[src/rtl/if_stage.sv]
// Instruction-fetch stage: owns the PC, the instruction-memory request/ready
// handshake, a one-entry skid buffer for stalls, and the IF/ID pipeline register.
module if_stage #(
    parameter logic [15:0] RESET_PC    = 16'h0000,
    parameter logic [15:0] NOP_INSTR   = 16'h0000,
    parameter logic [3:0]  HALT_OPCODE = 4'hF
) (
    input  logic        clk,
    input  logic        rst,
    input  logic        stall,
    input  logic        redirect,
    input  logic [15:0] redirect_pc,
    output logic        imem_req,
    output logic [15:0] imem_addr,
    input  logic        imem_ready,
    input  logic [15:0] imem_rdata,
    output logic [15:0] if_id_instruction,
    output logic [15:0] if_id_pc,
    output logic        if_id_valid,
    output logic        halted
);

    typedef enum logic [1:0] {
        ST_RUN  = 2'd0,
        ST_DROP = 2'd1,
        ST_HALT = 2'd2
    } state_t;

    state_t      state_q, state_d;
    logic [15:0] pc_q, pc_d;
    logic [15:0] drop_addr_q, drop_addr_d;
    logic        buf_valid_q, buf_valid_d;
    logic [15:0] buf_instr_q, buf_instr_d;
    logic [15:0] buf_pc_q, buf_pc_d;
    logic [15:0] id_instr_q, id_instr_d;
    logic [15:0] id_pc_q, id_pc_d;
    logic        id_valid_q, id_valid_d;

    logic        accept_s;
    logic        is_halt_s;
    logic [15:0] pc_plus2_s;

    // Memory request generation; a held request only ever changes after ready
    always_comb begin
        imem_req  = 1'b0;
        imem_addr = pc_q;
        if (rst) begin
            imem_req  = 1'b0;
            imem_addr = pc_q;
        end else begin
            case (state_q)
                ST_RUN: begin
                    imem_req  = !buf_valid_q;
                    imem_addr = pc_q;
                end
                ST_DROP: begin
                    imem_req  = 1'b1;
                    imem_addr = drop_addr_q;
                end
                ST_HALT: begin
                    imem_req  = 1'b0;
                    imem_addr = pc_q;
                end
                default: begin
                    imem_req  = 1'b0;
                    imem_addr = pc_q;
                end
            endcase
        end
    end

    // Handshake decode: an accepted word is one we keep (not killed by redirect)
    always_comb begin
        pc_plus2_s = pc_q + 16'd2;
        is_halt_s  = (imem_rdata[15:12] == HALT_OPCODE);
        accept_s   = (state_q == ST_RUN) && imem_req && imem_ready && !redirect;
    end

    // Next-state logic: redirect beats stall beats normal IF/ID advance
    always_comb begin
        state_d     = state_q;
        pc_d        = pc_q;
        drop_addr_d = drop_addr_q;
        buf_valid_d = buf_valid_q;
        buf_instr_d = buf_instr_q;
        buf_pc_d    = buf_pc_q;
        id_instr_d  = id_instr_q;
        id_pc_d     = id_pc_q;
        id_valid_d  = id_valid_q;

        if (redirect) begin
            pc_d        = redirect_pc;
            id_instr_d  = NOP_INSTR;
            id_valid_d  = 1'b0;
            buf_valid_d = 1'b0;
            case (state_q)
                ST_RUN: begin
                    // An unanswered request cannot be withdrawn: remember its
                    // address and swallow the response when it shows up.
                    if (imem_req && !imem_ready) begin
                        drop_addr_d = pc_q;
                        state_d     = ST_DROP;
                    end else begin
                        state_d     = ST_RUN;
                    end
                end
                ST_DROP: begin
                    if (imem_ready) begin
                        state_d = ST_RUN;
                    end else begin
                        state_d = ST_DROP;
                    end
                end
                ST_HALT: state_d = ST_RUN;
                default: state_d = ST_RUN;
            endcase
        end else begin
            if (accept_s) begin
                pc_d = pc_plus2_s;
                if (is_halt_s) begin
                    state_d = ST_HALT;
                end else begin
                    state_d = ST_RUN;
                end
            end else if ((state_q == ST_DROP) && imem_ready) begin
                state_d = ST_RUN;
            end else begin
                state_d = state_q;
            end

            if (stall) begin
                // IF/ID frozen; a word arriving now parks in the skid buffer
                if (accept_s) begin
                    buf_valid_d = 1'b1;
                    buf_instr_d = imem_rdata;
                    buf_pc_d    = pc_plus2_s;
                end else begin
                    buf_valid_d = buf_valid_q;
                end
            end else if (buf_valid_q) begin
                id_instr_d  = buf_instr_q;
                id_pc_d     = buf_pc_q;
                id_valid_d  = 1'b1;
                buf_valid_d = 1'b0;
            end else if (accept_s) begin
                id_instr_d  = imem_rdata;
                id_pc_d     = pc_plus2_s;
                id_valid_d  = 1'b1;
            end else begin
                id_instr_d  = NOP_INSTR;
                id_valid_d  = 1'b0;
            end
        end
    end

    // State and pipeline registers with synchronous reset
    always_ff @(posedge clk) begin
        if (rst) begin
            state_q     <= ST_RUN;
            pc_q        <= RESET_PC;
            drop_addr_q <= RESET_PC;
            buf_valid_q <= 1'b0;
            buf_instr_q <= NOP_INSTR;
            buf_pc_q    <= 16'h0000;
            id_instr_q  <= NOP_INSTR;
            id_pc_q     <= 16'h0000;
            id_valid_q  <= 1'b0;
        end else begin
            state_q     <= state_d;
            pc_q        <= pc_d;
            drop_addr_q <= drop_addr_d;
            buf_valid_q <= buf_valid_d;
            buf_instr_q <= buf_instr_d;
            buf_pc_q    <= buf_pc_d;
            id_instr_q  <= id_instr_d;
            id_pc_q     <= id_pc_d;
            id_valid_q  <= id_valid_d;
        end
    end

    // Pipeline outputs straight from flops
    always_comb begin
        if_id_instruction = id_instr_q;
        if_id_pc          = id_pc_q;
        if_id_valid       = id_valid_q;
        halted            = (state_q == ST_HALT);
    end

endmodule
[config.mk]
export PLATFORM = sky130hd
export DESIGN_NAME = if_stage
export DESIGN_NICKNAME = d
export VERILOG_FILES = /design/src/rtl/if_stage.sv
export SDC_FILE = /design/constraint.sdc
export NUM_CORES = 1
export LEC_CHECK = 0
export ABC_AREA = 1
export CORE_MARGIN = 2
export CORE_UTILIZATION = 29
export DETAILED_ROUTE_END_ITERATION = 10
export MAX_ROUTING_LAYER = met4
export PLACE_DENSITY = 0.57
export SYNTH_ARGS = -nofsm -noshare
export SYNTH_HDL_FRONTEND = slang
export SYNTH_SLANG_ARGS = --single-unit
[constraint.sdc]
create_clock -name clk -period 3.2 [get_ports clk]
set_input_delay 0.32 -clock clk [delete_from_list [all_inputs] [get_ports clk]]
set_output_delay 0.32 -clock clk [all_outputs]
set_load 0.05 [all_outputs]
==> results.json <==
{
  "status": "complete, no violations",
  "grt_pass1_vias": 4111,
  "wl_per_cell_um": 13.55,
  "path_class": "primary input to output port",
  "clk_pin_slew_worst_paths_ns": 0.07,
  "grt_pass1_wl_um": 20810,
  "layout.nets": 776,
  "arrival_ns": 1.83,
  "core_area_mm2": 0.01526,
  "fin_tns_setup_ns": 0,
  "final-setup-viol-count": 0,
  "p_sw_mw": 0.8274,
  "power.share.clock_pct": 37.7,
  "cp_num_buf_inv": 3,
  "ctsResizeCount": 0,
  "crit_fanout": 30,
  "synthTopCellsByArea": "dfxtp_1 (44%), nand2_1 (12%), nor2_1 (11%)",
  "die_w_um": 129.0,
  "ys_seq_area_share_pct": 44.19,
  "yosysTopAreaCell": "dfxtp_1",
  "synth_edf_count": 0,
  "grt_use_total_pct": 16.52,
  "period_share_pct": 67.14,
  "netlist_area_mm2": 0.004531,
  "async_flop_share_pct": 0,
  "syn_area_per_cell_um2": 6.782,
  "crit_start": "rst",
  "relSlewSlack_pct": 29.86,
  "n_antenna_cell": 0,
  "cp-start-kind": "primary input",
  "ant_nets": 0,
  "n_fill_cell": 1621,
  "synth_commonest_cells": "nand2_1 (140), nor2_1 (129), dfxtp_1 (100), a21oi_1 (77), o21ai_0 (71)",
  "cts_tree": "yes",
  "rows": 45,
  "post_cts_buffers": 0,
  "insertion_delay_ns": 0.35,
  "holdPathStages": 2,
  "fmaxAchievable_mhz": 465.4,
  "final_hold_viol_count": 0,
  "maxSlewViolCount": 0,
  "rrSetupSlack_ns": 1.14,
  "r2r-start": "buf_valid_q",
  "p_leak_nw": 2.372,
  "yosysMostFrequentCell": "nand2_1",
  "drt_iter0_drc": 298,
  "clock_sinks": 100,
  "critical-path-max-stage-delay_ns": 0.52,
  "peakVddDrop_v": 0.0002723,
  "fin_skew_ns": 0.004403,
  "swShare_pct": 28.38,
  "ioPinCount": 88,
  "p_int_mw": 2.088,
  "h-tree-depth": 3,
  "powerDensity_mw_per_mm2": 486.0,
  "seqPwrFrac_pct": 45.6,
  "r2r-end": "drop_addr_q[5]",
  "hold_buffers": 0,
  "tightest_slew_ns": 1.048,
  "antenna_found_initial": 0,
  "critPathTopFamily": "buffers and inverters",
  "ys_ff_latch": 100,
  "cts_made_buffers": 9,
  "hold_path_class": "flip-flop to flip-flop",
  "drive_gt1_share_pct": 7.402,
  "p_total_mw": 2.915,
  "die-area_mm2": 0.01664,
  "wirelength_um": 12920,
  "min_from": "buf_pc_q[11]",
  "synthFlopType": "dfxtp_1",
  "synth_cell_types": 30,
  "drc": 0,
  "area_delta_synth_final_pct": 32.39,
  "hpwl_um": 8918,
  "drtPass1Iterations": 6,
  "rsz0062_at_grt": "false",
  "synth_nets": 706,
  "clockRootBuffer": "clkbuf_16",
  "clk_path_buf_depth": 2,
  "die_height_um": 129.0,
  "grt_start_max_net_pins": 45,
  "yosysTopAreaCellShare_pct": 44.19,
  "critical_path.cell_chain": "clkdlybuf4s50_1 -> nor2_4 -> nand2_1 -> buf_4 -> mux2_2 -> buf_4",
  "critPathMostFrequentCell": "buf_4",
  "holdPathEnd": "buf_pc_q[11]",
  "cp_slowest_cell": "clkdlybuf4s50_1",
  "port_buffers": 87,
  "fin_crit_ns": 2.148,
  "viasPerCell": 4.601,
  "drv_cap": 0,
  "start_util_pct": 29.69,
  "ff2ff_path_depth": 7,
  "combPwrFrac_pct": 16.7,
  "place.gp.congestion": 0.8514,
  "synthCells": 668,
  "synth_warnings": 0,
  "critical_path_required_ns": 2.88,
  "endpoint_kind": "output port",
  "grt-ovfl-total": 0,
  "vias": 4389
}
-- metal layers --
metal / up-vias / routed length (um) / track usage [%]
li1: 2304 / - / -
met1: 1976 / 6189 / 21.03
met2: 94 / 5948 / 26.24
met3: 15 / 613 / 4.324
met4: 0 / 172 / 4.028
met5: - / 0 / -
-- power groups by stage --
stage                     combinational (mW)  clock (mW)  sequential (mW)
final                                  0.486        1.10             1.33
after global placement                 0.490           0             1.36
after global routing                   0.528        1.18             1.34
after floorplan                        0.240           0             1.40
after CTS                              0.491        1.13             1.33
after detailed placement               0.490           0             1.36
-- sequential cells by signal (all words and copies together), names as in the netlist --
signal / cells
buf_instr_q: 16
if_id_instruction: 16
pc_q: 16
buf_pc_q: 16
state_q: 2
buf_valid_q: 1
drop_addr_q: 16
if_id_pc: 16
if_id_valid: 1
-- worst max-delay path by stage --
| stage | to | slack [ns] | depth (start not counted) |
|---|---|---|---|
| 3_5_place_dp | drop_addr_q[10] | 0.80 | 8 |
| 5_1_grt | drop_addr_q[8] | 0.91 | 7 |
| 4_1_cts | imem_addr[0] | 1.03 | 6 |
| 2_1_floorplan | imem_addr[10] | 1.14 | 5 |
| 6_report | imem_addr[0] | 1.05 | 6 |
| 3_3_place_gp | drop_addr_q[5] | 0.82 | 8 |
-- cell families (layout without fill, tap and decap cells) --
kind of cell / count (synthesis) / after routing / share of synthesized area (%)
flip-flops: 100 / 100 / 44.19
XOR/XNOR: 1 / 1 / 0.1934
AND/OR/NAND/NOR: 319 / 319 / 28.53
multiplexers: 5 / 5 / 1.187
AO/OA/AOI/OAI: 162 / 162 / 18.39
adder cells (fa/ha/maj): 1 / 1 / 0.2761
buffers and inverters: 80 / 155 / 7.235
-- layout by cell type (no fill, tap or decap) --
cell / netlist / layout
a211oi_1: 1 / 1
a21boi_0: 2 / 2
a21oi_1: 77 / 77
a21oi_2: 1 / 1
a31oi_1: 8 / 8
buf_12: 0 / 14
buf_4: 2 / 14
bufinv_16: 0 / 1
clkbuf_16: 0 / 9
clkdlybuf4s50_1: 0 / 70
clkinv_1: 1 / 1
clkinv_2: 0 / 4
clkinvlp_4: 0 / 1
dfxtp_1: 100 / 100
ha_1: 1 / 1
inv_1: 39 / 39
inv_2: 1 / 1
inv_6: 0 / 1
mux2_2: 3 / 3
mux2i_1: 2 / 2
nand2_1: 140 / 140
nand2_2: 1 / 1
nand3_1: 38 / 38
nand3b_1: 1 / 1
nand4_1: 5 / 5
nand4_2: 1 / 1
nor2_1: 129 / 129
nor2_2: 1 / 1
nor2_4: 2 / 2
o21ai_0: 71 / 71
o21ai_1: 1 / 1
o22ai_1: 1 / 1
or2_2: 1 / 1
xor2_1: 1 / 1
-- worst min-delay path: stages (launching register included) --
cell and delay [ns]:
dfxtp_1 0.31, nand2_1 0.06, a21oi_1 0.06
-- per-stage QoR --
step                      setup slack (ns)  area, um2  std cells  hold WS (ns)  utilization, %
after floorplan                      1.137       4531        668        0.4396               -
after global placement              0.8180       5707        938        0.4541           37.40
after detailed placement            0.8050       5707        938        0.4598           37.40
after CTS                            1.033       5998        954        0.4693           39.31
after global routing                0.9052       5998        954        0.4823           39.31
final                                1.052       5998        954        0.4659           39.31
-- layout make-up --
type	count	area [um2]	area share (%)
multi-input combinational	488	2201	36.69
sequential	100	2002	33.38
timing repair buffer	98	1086	18.11
tap	211	264.0	4.401
clock buffer	9	225.2	3.755
inverter	41	153.9	2.566
clock inverter	7	66.31	1.106
No activity file was read; power rests on OpenSTA's default activity.
